## config.mk

```make
export PLATFORM = sky130hd
export DESIGN_NAME = dat_mem_dma_flat
export DESIGN_NICKNAME = d
export VERILOG_FILES = /design/src/rtl/dat_mem_dma_pkg.sv /design/src/rtl/dat_mem_dma_if.sv /design/src/rtl/dat_mem_dma_mem_port_mux.sv /design/src/rtl/dat_mem_dma.sv /design/src/flat_wrapper.sv
export SDC_FILE = /design/constraint.sdc
export NUM_CORES = 1
export LEC_CHECK = 0
export ABC_AREA = 1
export CORE_ASPECT_RATIO = 1.2
export CORE_MARGIN = 8
export CORE_UTILIZATION = 35
export DETAILED_ROUTE_END_ITERATION = 6
export SYNTH_ARGS = -nofsm -noshare
export SYNTH_HDL_FRONTEND = slang
export SYNTH_SLANG_ARGS = --single-unit
```

## constraint.sdc

```tcl
create_clock -name clk -period 3.6 [get_ports clk]
set_clock_uncertainty 0.2 [all_clocks]
set_input_delay 0.72 -clock clk [delete_from_list [all_inputs] [get_ports clk]]
set_output_delay 0.72 -clock clk [all_outputs]
set_load 0.005 [all_outputs]
```

## src/rtl/dat_mem_dma_pkg.sv

```systemverilog
// +--------------------------------------------------------------------+
// | dma_pkg : shared types and widths for the dat_mem_dma copy engine  |
// | Rev 1.0                                                            |
// +--------------------------------------------------------------------+
`default_nettype none

package dma_pkg;

  localparam int ADDR_W = 8;
  localparam int DATA_W = 8;

  typedef enum logic [1:0] {
    IDLE = 2'd0,
    RD   = 2'd1,
    WR   = 2'd2,
    FIN  = 2'd3
  } dma_state_t;

  typedef enum logic {
    COPY = 1'b0,
    FILL = 1'b1
  } dma_op_t;

endpackage

`default_nettype wire

```

## src/rtl/dat_mem_dma_if.sv

```systemverilog
// +--------------------------------------------------------------------+
// | dat_mem_dma_if : control, CPU-side and memory-side bus of the DMA  |
// | Rev 1.0                                                            |
// +--------------------------------------------------------------------+
`default_nettype none

interface dat_mem_dma_if;
  import dma_pkg::*;

  logic              start;
  logic              op;
  logic [ADDR_W-1:0] src;
  logic [ADDR_W-1:0] dst;
  logic [ADDR_W-1:0] len;
  logic [DATA_W-1:0] fill_val;
  logic [ADDR_W-1:0] cpu_addr;
  logic [DATA_W-1:0] cpu_dat_in;
  logic              cpu_wr_en;
  logic [DATA_W-1:0] cpu_dat_out;
  logic [ADDR_W-1:0] mem_addr;
  logic [DATA_W-1:0] mem_dat_in;
  logic              mem_wr_en;
  logic [DATA_W-1:0] mem_dat_out;
  logic              busy;
  logic              done;

  // slave = the DMA engine, master = CPU plus memory environment
  modport slave (
    input  start, op, src, dst, len, fill_val,
    input  cpu_addr, cpu_dat_in, cpu_wr_en, mem_dat_out,
    output cpu_dat_out, mem_addr, mem_dat_in, mem_wr_en, busy, done
  );

  modport master (
    output start, op, src, dst, len, fill_val,
    output cpu_addr, cpu_dat_in, cpu_wr_en, mem_dat_out,
    input  cpu_dat_out, mem_addr, mem_dat_in, mem_wr_en, busy, done
  );

endinterface

`default_nettype wire

```

## src/rtl/dat_mem_dma_mem_port_mux.sv

```systemverilog
// +--------------------------------------------------------------------+
// | mem_port_mux : selects CPU or engine request onto the memory port  |
// | Rev 1.0                                                            |
// +--------------------------------------------------------------------+
`default_nettype none

module mem_port_mux
  import dma_pkg::*;
(
  input  logic              reset_i,
  input  logic              busy_i,
  input  logic [ADDR_W-1:0] cpu_addr_i,
  input  logic [DATA_W-1:0] cpu_dat_i,
  input  logic              cpu_we_i,
  input  logic [ADDR_W-1:0] eng_addr_i,
  input  logic [DATA_W-1:0] eng_dat_i,
  input  logic              eng_we_i,
  output logic [ADDR_W-1:0] mem_addr_o,
  output logic [DATA_W-1:0] mem_dat_o,
  output logic              mem_we_o
);

  always_comb begin
    mem_addr_o = busy_i ? eng_addr_i : cpu_addr_i;
    mem_dat_o  = busy_i ? eng_dat_i  : cpu_dat_i;
    // No write may land in a reset cycle, whoever owns the port.
    mem_we_o   = reset_i ? 1'b0 : (busy_i ? eng_we_i : cpu_we_i);
  end

endmodule

`default_nettype wire

```

## src/rtl/dat_mem_dma.sv

```systemverilog
// +--------------------------------------------------------------------+
// | dat_mem_dma : byte copy / fill engine in front of the 256x8 memory |
// | Rev 1.0                                                            |
// +--------------------------------------------------------------------+
`default_nettype none

module dat_mem_dma
  import dma_pkg::*;
(
  input  logic          clk,
  input  logic          reset,
  dat_mem_dma_if.slave  bus
);

  dma_state_t        state_q;
  dma_op_t           op_q;
  logic [ADDR_W-1:0] src_q;
  logic [ADDR_W-1:0] dst_q;
  logic [ADDR_W-1:0] len_q;
  logic [DATA_W-1:0] fill_q;
  logic [ADDR_W-1:0] idx_q;
  logic [DATA_W-1:0] buf_q;
  logic              busy_q;
  logic              done_q;

  logic [ADDR_W-1:0] idx_d;
  logic [ADDR_W-1:0] eng_addr;
  logic [DATA_W-1:0] eng_dat;
  logic              eng_we;

  assign idx_d = idx_q + 8'd1;

  // Address sums wrap naturally at 8 bits.
  always_comb begin
    eng_addr = '0;
    eng_dat  = '0;
    eng_we   = 1'b0;
    unique case (state_q)
      RD: eng_addr = src_q + idx_q;
      WR: begin
        eng_addr = dst_q + idx_q;
        eng_dat  = (op_q == FILL) ? fill_q : buf_q;
        eng_we   = 1'b1;
      end
      default: ;
    endcase
  end

  always_ff @(posedge clk) begin
    if (reset) begin
      state_q <= IDLE;
      op_q    <= COPY;
      src_q   <= '0;
      dst_q   <= '0;
      len_q   <= '0;
      fill_q  <= '0;
      idx_q   <= '0;
      buf_q   <= '0;
      busy_q  <= 1'b0;
      done_q  <= 1'b0;
    end else begin
      unique case (state_q)
        IDLE: begin
          done_q <= 1'b0;
          if (bus.start) begin
            op_q   <= dma_op_t'(bus.op);
            src_q  <= bus.src;
            dst_q  <= bus.dst;
            len_q  <= bus.len;
            fill_q <= bus.fill_val;
            idx_q  <= '0;
            busy_q <= 1'b1;
            if (bus.len == 8'd0) begin
              state_q <= FIN;
              done_q  <= 1'b1;
            end else if (dma_op_t'(bus.op) == COPY) begin
              state_q <= RD;
            end else begin
              state_q <= WR;
            end
          end
        end
        RD: begin
          buf_q   <= bus.mem_dat_out;
          state_q <= WR;
        end
        WR: begin
          idx_q <= idx_d;
          if (idx_d == len_q) begin
            state_q <= FIN;
            done_q  <= 1'b1;
          end else if (op_q == COPY) begin
            state_q <= RD;
          end
        end
        FIN: begin
          done_q  <= 1'b0;
          busy_q  <= 1'b0;
          state_q <= IDLE;
        end
        default: state_q <= IDLE;
      endcase
    end
  end

  mem_port_mux u_mux (
    .reset_i    (reset),
    .busy_i     (busy_q),
    .cpu_addr_i (bus.cpu_addr),
    .cpu_dat_i  (bus.cpu_dat_in),
    .cpu_we_i   (bus.cpu_wr_en),
    .eng_addr_i (eng_addr),
    .eng_dat_i  (eng_dat),
    .eng_we_i   (eng_we),
    .mem_addr_o (bus.mem_addr),
    .mem_dat_o  (bus.mem_dat_in),
    .mem_we_o   (bus.mem_wr_en)
  );

  assign bus.busy        = busy_q;
  assign bus.done        = done_q;
  assign bus.cpu_dat_out = bus.mem_dat_out;

endmodule

`default_nettype wire

```

## src/flat_wrapper.sv

```systemverilog
// flat-port wrapper written by rule: the top's interface ports become plain ports
module dat_mem_dma_flat import dma_pkg::*;
  (clk, reset, bus_start, bus_op, bus_src, bus_dst, bus_len, bus_fill_val, bus_cpu_addr, bus_cpu_dat_in, bus_cpu_wr_en, bus_mem_dat_out, bus_cpu_dat_out, bus_mem_addr, bus_mem_dat_in, bus_mem_wr_en, bus_busy, bus_done);
  dat_mem_dma_if bus_i ();
  input  logic clk;
  input  logic reset;
  input wire logic [$bits(bus_i.start)-1:0] bus_start;
  input wire logic [$bits(bus_i.op)-1:0] bus_op;
  input wire logic [$bits(bus_i.src)-1:0] bus_src;
  input wire logic [$bits(bus_i.dst)-1:0] bus_dst;
  input wire logic [$bits(bus_i.len)-1:0] bus_len;
  input wire logic [$bits(bus_i.fill_val)-1:0] bus_fill_val;
  input wire logic [$bits(bus_i.cpu_addr)-1:0] bus_cpu_addr;
  input wire logic [$bits(bus_i.cpu_dat_in)-1:0] bus_cpu_dat_in;
  input wire logic [$bits(bus_i.cpu_wr_en)-1:0] bus_cpu_wr_en;
  input wire logic [$bits(bus_i.mem_dat_out)-1:0] bus_mem_dat_out;
  output wire logic [$bits(bus_i.cpu_dat_out)-1:0] bus_cpu_dat_out;
  output wire logic [$bits(bus_i.mem_addr)-1:0] bus_mem_addr;
  output wire logic [$bits(bus_i.mem_dat_in)-1:0] bus_mem_dat_in;
  output wire logic [$bits(bus_i.mem_wr_en)-1:0] bus_mem_wr_en;
  output wire logic [$bits(bus_i.busy)-1:0] bus_busy;
  output wire logic [$bits(bus_i.done)-1:0] bus_done;
  assign bus_i.start = bus_start;
  assign bus_i.op = bus_op;
  assign bus_i.src = bus_src;
  assign bus_i.dst = bus_dst;
  assign bus_i.len = bus_len;
  assign bus_i.fill_val = bus_fill_val;
  assign bus_i.cpu_addr = bus_cpu_addr;
  assign bus_i.cpu_dat_in = bus_cpu_dat_in;
  assign bus_i.cpu_wr_en = bus_cpu_wr_en;
  assign bus_i.mem_dat_out = bus_mem_dat_out;
  assign bus_cpu_dat_out = bus_i.cpu_dat_out;
  assign bus_mem_addr = bus_i.mem_addr;
  assign bus_mem_dat_in = bus_i.mem_dat_in;
  assign bus_mem_wr_en = bus_i.mem_wr_en;
  assign bus_busy = bus_i.busy;
  assign bus_done = bus_i.done;
  dat_mem_dma u_core (.clk(clk), .reset(reset), .bus(bus_i));
endmodule
```

==> results of run 1 <==
==> registers in the layout (all words and copies together), names as in the netlist, 2 cells and up <==
name and count:
u_core.dst_q 8, u_core.len_q 8, u_core.src_q 8, u_core.state_q 2, u_core.idx_q 8, u_core.buf_q 8
u_core.fill_q 8
==> power by group <==
| group | internal [mW] | switching [mW] |
|---|---|---|
| logic | 0.396 | 0.480 |
| registers | 0.700 | 0.0673 |
| clock network | 0.203 | 0.194 |
| total | 1.30 | 0.742 |
==> path summary, 6_finish.rpt <==
kind | from | to | slack [ps]
setup / recovery | u_core.state_q[0] | bus_mem_addr[7] | 160
hold reg to reg | u_core.len_q[2] | u_core.len_q[2] | 280
hold / removal | u_core.len_q[2] | u_core.len_q[2] | 280
setup reg to reg | u_core.idx_q[0] | u_core.state_q[1] | 1390
==> through the flow <==
stage / worst slack [ps] / instances / hold WS [ps] / utilization (%)
floorplan: 348.9 / 480 / 224.0 / -
global placement: -53.22 / 679 / 263.3 / 48.15
detailed placement: -155.6 / 679 / 266.9 / 48.15
CTS: -96.69 / 686 / 281.7 / 49.98
global route: -19.59 / 689 / 311.7 / 50.52
finish: 156.0 / 689 / 279.8 / 50.52
==> cell type report <==
class | count | area (µm²)
tap | 117 | 146.4
inverter | 41 | 155.1
clock buffer | 5 | 68.82
fill | 865 | 4238
multi-input combinational | 361 | 1819
clock inverter | 2 | 35.03
sequential | 53 | 1064
timing repair buffer | 110 | 1039
==> cells in the mapped netlist (2+ instances only) <==
library cell,n
a21oi_1,21
xor2_1,2
nand3_2,2
a22o_1,2
o21ai_0,54
nand4_1,4
clkinv_1,3
nor2_4,2
nand2_1,104
inv_1,36
or2_2,2
clkbuf_1,14
nand3_1,26
dfxtp_1,53
o31ai_1,9
nor2_2,2
buf_4,9
ha_1,12
nand2_2,5
nor2_1,107
inv_2,2
==> kinds of logic after synthesis <==
group | Yosys count | share of synthesized area [%]
buffers and inverters | 66 | 9.164
and+or+nand+nor | 254 | 33.90
adders and majority gates | 13 | 5.515
AOI/OAI and AO/OA | 91 | 16.18
DFF | 53 | 34.39
xor gates and xnor gates | 3 | 0.8517
==> metal layers <==
layer  GRT usage (%)  vias to the layer above  wire [µm]  share of wire, %
met1           17.88                     1428       3857                42
met3           6.410                       14        883               9.6
met2           25.97                      100       4293                47
met4           4.669                        0        161               1.8
li1                -                     1726          -                 -
met5               0                        -          0                 0
==> critical path, stage by stage, from the launching register on <==
cell	delay [ps]
dfxtp_2	350
inv_2	50
ha_4	170
buf_4	140
nand2_1	70
nand2_2	70
ha_4	220
a21o_1	200
a31oi_4	180
o211ai_1	140
or2_4	260
nand3_1	70
nand2_1	50
dlygate4sd2_1	260
==> repair_timing <==
action,4_1_cts,5_1_grt
pin swaps,2,7
gates resized for setup,17,10
buffers inserted,0,3
gates cloned,0,0
setup endpoints to repair,6,6
==> metrics.md, run 1 <==
| Metric | Value |
|---|---|
| Outcome | `finished, final reports clean` |
| Sequential area share after synthesis | `34.39%` |
| Per-cell routed wire length | `13.35 µm` |
| Hold path depth | `2` |
| Nets | `646` |
| Die Wd | `101.7 µm` |
| Commonest non-fill, non-tap cell in the layout | `nor2_1` |
| DRC viols | `0` |
| CP startpoint kind | `flip-flop` |
| Post-DRT Antenna Nets | `0` |
| Port Buffers | `87` |
| Main area contributors after synthesis | `dfxtp_1, nor2_1, nand2_1, o21ai_0, ha_1` |
| Syn_area_per_cell | `6.428 µm²` |
| Area after DPL | `0.004124 mm²` |
| Full die area | `0.01209 mm²` |
| Gpl congestion | `0.8516` |
| Layout cells sized above 1 | `10.49%` |
| Max VDD drop | `0.0001964 V` |
| Gr usage total | `15.69%` |
| Htree depth | `2` |
| Share of the synthesized area in the top cell type | `34.39%` |
| Pwr Total | `2.041 mW` |
| Detail Placement HPWL | `7.206 mm` |
| # diodes | `0` |
| P_leak | `1.879 nW` |
| Hold buffer count at cts | `0` |
| # Max-Cap Violations | `0` |
| Async set-reset flop share out of synthesis | `0%` |
| Worst skew pair latency | `310 ps` |
| Synthesized flop and latch total | `53` |
| Detailed-route via count | `3,268` |
| Post-route cell area | `0.004327 mm²` |
| Yosys top cell by area | `dfxtp_1` |
| Worst Path Arrival | `2520 ps` |
| Count of different cell masters after synthesis | `30` |
| Power Density | `471.7 mW/mm²` |
| Initial Util | `36.03%` |
| Total negative setup slack | `0 ps` |
| Pin count of the biggest net entering global routing | `35` |
| Vias in the first global route | `3,353` |
| Final worst-path cycle share | `95.67%` |
| Initial antenna violation count | `0` |
| CP Max Fanout | `6` |
| Number of synthesized flops with an enable pin | `0` |
| Commonest cells after routing, fill and taps aside | `nor2_1, nand2_1, clkdlybuf4s50_1` |
| Crit end category | `output pin` |
| Worst path required time | `2680 ps` |
| Via density | `4.743` |
| Ys flop type | `dfxtp_1` |
| Min-delay worst type | `reg -> reg` |
| Syn Inst Count | `480` |
| Period minus WS final | `3444 ps` |
| Clock Tree Root | `clkbuf_8` |
| Clock buffer count from CTS | `5` |
| Register clock-pin slew on the reported worst setup and hold paths | `100 ps` |
| WS Path Type | `reg -> out` |
| Post-Syn Nets | `554` |
| First-pass GRT wire length | `15.50 mm` |
| Aggregate routed wire length | `9.195 mm` |
| Area Overhead vs Synth | `40.23%` |
| Relative max-transition margin | `58.20%` |
| Final Hold Vio Count | `0` |
| CTS max path bufs | `2` |
| YS warnings | `0` |
| Least-Margin Pin Slew | `627.0 ps` |
| Final setup vio count | `0` |
| CTS tree | `done` |
| Pre-antenna DRT Iters | `4` |
| Worst reg-to-reg path cell count | `15` |
| Row cnt | `37` |
| Initial DRC Count | `132` |
| I/O pin count | `88` |
| Core area | `0.008564 mm²` |
| Final Max Slew Viols | `0` |
| Die height | `118.9 µm` |
| Gr ovfl total | `0` |
| # clock sinks | `53` |
| Highest Clock Rate | `290.4 MHz` |
| Cell area after synthesis | `0.003085 mm²` |
(Power assumes the default switching activity.)
==> inputs of run 2 (changes only) <==
--- a/config.mk
+++ b/config.mk
@@ -10,6 +10,7 @@
 export CORE_MARGIN = 8
 export CORE_UTILIZATION = 35
 export DETAILED_ROUTE_END_ITERATION = 6
+export GPL_ROUTABILITY_DRIVEN = 0
 export SYNTH_ARGS = -nofsm -noshare
 export SYNTH_HDL_FRONTEND = slang
 export SYNTH_SLANG_ARGS = --single-unit
==> results of run 2 <==
Same layout as run 1: the final DEF is identical, and so are final timing and power.
==> inputs of run 3 (changes only) <==
--- a/config.mk
+++ b/config.mk
@@ -10,6 +10,7 @@
 export CORE_MARGIN = 8
 export CORE_UTILIZATION = 35
 export DETAILED_ROUTE_END_ITERATION = 6
+export DONT_BUFFER_PORTS = 1
 export GPL_ROUTABILITY_DRIVEN = 0
 export SYNTH_ARGS = -nofsm -noshare
 export SYNTH_HDL_FRONTEND = slang
==> run 3 against run 2 <==
  * Critical path depth is the same
  * Total power shrank 12%
  * Sequential power grew 2%
  * Final cell count shrank 15%
  * Sequential share of layout area grew 7.6 points
  * Largest cell class unchanged
  * Setup slack gained 38 ps
  * Core utilization shrank 12 points
  * Non-clock buffer count shrank 104
  * Via count shrank 11%
  * Largest power group is now sequential cells
  * Routed wire length shrank 4.9%
  * Final area shrank 24%
==> metrics.md, run 3 (same netlist as run 1, synthesis figures left out) <==
| Metric | Value |
|---|---|
| Outcome | `finished, final reports clean` |
| Clock buffer count from CTS | `5 (unchanged)` |
| P_leak | `1.443 nW (-23%)` |
| Die Wd | `101.7 µm (unchanged)` |
| Commonest cells after routing, fill and taps aside | `nor2_1, nand2_1, dfxtp_1` |
| RSZ-0062 raised after global routing | `false` |
| Initial Util | `36.03% (unchanged)` |
| Slowest stage delay, CP | `370 ps (+20 ps)` |
| CP cell instances | `inv_2 > ha_4 > clkinv_1 > buf_4 > nand2_1 > nand2_1 > ha_4 > a21o_1 > a31oi_4 > o211ai_1 > or2_2 > nand3_1 > nand2_1` |
| Layout cells sized above 1 | `8.955% (-1.5 points)` |
| Fillers | `946 (+9.4%)` |
| Sequential Area | `0.001065 mm² (+0.12%)` |
| Commonest non-fill, non-tap cell in the layout | `nor2_1` |
| Final worst-path cycle share | `94.62% (-1.0 points)` |
| Final core utilization | `38.61% (-12 points)` |
| CTS max path bufs | `2 (unchanged)` |
| Port Buffers | `0 (-100%)` |
| Die height | `118.9 µm (unchanged)` |
| Clock Tree Root | `clkbuf_8` |
| Initial DRC Count | `152 (+15%)` |
| # diodes | `0 (unchanged)` |
| Gr usage total | `14.43% (-1.3 points)` |
| Crit path max-delay cell type | `dfxtp_4` |
| First-pass GRT wire length | `14.00 mm (-9.7%)` |
| Core area | `0.008564 mm² (unchanged)` |
| Aggregate routed wire length | `8.743 mm (-4.9%)` |
| I/O pin count | `88 (unchanged)` |
| Crit path from | `u_core.state_q[0]` |
| Pwr Total | `1.796 mW (-12%)` |
| Max VDD drop | `0.0002607 V (+33%)` |
| Highest Clock Rate | `293.6 MHz (+1.1%)` |
| Final hold slack | `255.3 ps (-24.45 ps)` |
| Htree depth | `2 (unchanged)` |
| Hold path start | `reset` |
| Total negative setup slack | `0 ps (unchanged)` |
| Area Overhead vs Synth | `7.178%` |
| Switch share | `40.25% (+3.9 points)` |
| # Max-Cap Violations | `0 (unchanged)` |
| Initial antenna violation count | `0 (unchanged)` |
| CTS tree | `done` |
| Most frequent CP cell | `nand2_1` |
| Final setup vio count | `0 (unchanged)` |
| Bufs and invs on worst path | `3 (unchanged)` |
| Final Max Slew Viols | `0 (unchanged)` |
| Top delay family on crit path | `simple AND/OR/NAND/NOR gates` |
| P_sw | `0.7227 mW (-2.6%)` |
| Reg2reg start | `u_core.state_q[1]` |
| Row cnt | `37 (unchanged)` |
| Least-Margin Pin Slew | `678.5 ps (+51.47 ps)` |
| # clock sinks | `53 (unchanged)` |
| Crit end category | `output pin` |
| Vias in the first global route | `2,932 (-13%)` |
| Full die area | `0.01209 mm² (unchanged)` |
| Period minus WS final | `3406 ps (-37.73 ps)` |
| Via density | `4.985 (+5.1%)` |
| Area occupied by multi-input gates | `0.001805 mm² (-0.76%)` |
| Pre-antenna DRT Iters | `6 (+2)` |
| Relative max-transition margin | `54.77% (-3.4 points)` |
| Logic pwr share | `37.1% (-5.8 points)` |
| Worst skew pair latency | `310 ps (about the same)` |
| CP startpoint kind | `flip-flop` |
| Pint | `1.073 mW (-17%)` |
| Nets | `542 (-16%)` |
| DRC viols | `0 (unchanged)` |
| Detail Placement HPWL | `6.846 mm (-5.0%)` |
| Per-cell routed wire length | `14.92 µm (+12%)` |
| Post-DRT Antenna Nets | `0 (unchanged)` |
| CP Max Fanout | `9 (+3)` |
| Worst Path Arrival | `2490 ps (-30 ps)` |
| Final Hold Vio Count | `0 (unchanged)` |
| Share of power burned in registers | `43.5% (+5.9 points)` |
| Register clock-pin slew on the reported worst setup and hold paths | `100 ps (about the same)` |
| Share of total power in the clock network | `19.4% (about the same)` |
| Min-delay worst type | `in -> reg` |
| Power Density | `543.0 mW/mm² (+15%)` |
| Worst path required time | `2680 ps (about the same)` |
| WS Path Type | `reg -> out` |
| Gr ovfl total | `0 (unchanged)` |
| Detailed-route via count | `2,921 (-11%)` |
| Pin count of the biggest net entering global routing | `35 (unchanged)` |
-- run 3: layout make-up --
class	count	area share (%)
Multi-Input combinational cell	361	54.60
Clock inverter	3	0.6810
Sequential cell	53	32.20
Tap cell	117	4.427
Inverter	41	4.654
Timing Repair Buffer	6	1.362
Clock buffer	5	2.081
-- run 3: layer usage --
| layer | global-route usage (%) | share of wire (%) | vias up |
|---|---|---|---|
| met3 | 5.536 | 10 | 9 |
| li1 | - | - | 1514 |
| met2 | 24.91 | 48 | 114 |
| met5 | 0 | 0 | - |
| met1 | 16.16 | 41 | 1284 |
| met4 | 3.268 | 1.1 | 0 |
-- run 3: what timing repair did --
action / in CTS / in global routing
pin swaps: 0 / 2
resized for setup: 5 / 15
hold buffers: 0 / 0
endpoints found under the setup margin: 3 / 5
buffers inserted: 0 / 1
-- run 3: worst paths after layout --
kind | endpoint | slack [ps] | depth (start not counted)
max | bus_mem_addr[7] | 190 | 13
max reg2reg | u_core.idx_q[5] | 1270 | 7
min reg2reg | u_core.len_q[2] | 280 | 2
min | u_core.state_q[0] | 260 | 1
-- run 3: power by group through the flow --
stage               logic [mW]  registers, mW  clock network, mW
floorplan                0.499          0.761                  0
global placement         0.628          0.789                  0
detailed placement       0.638          0.791                  0
CTS                      0.644          0.779              0.364
global route             0.769          0.795              0.385
finish                   0.665          0.781              0.349
-- run 3: stage by stage --
| step | std cells | worst slack [ps] | area (µm²) |
|---|---|---|---|
| final | 586 | 193.7 | 3307 |
| after global routing | 586 | 12.40 | 3307 |
| after CTS | 585 | 10.70 | 3242 |
| after detailed placement | 577 | 175.0 | 3141 |
| after global placement | 577 | 267.4 | 3141 |
| after floorplan | 480 | 348.9 | 3085 |
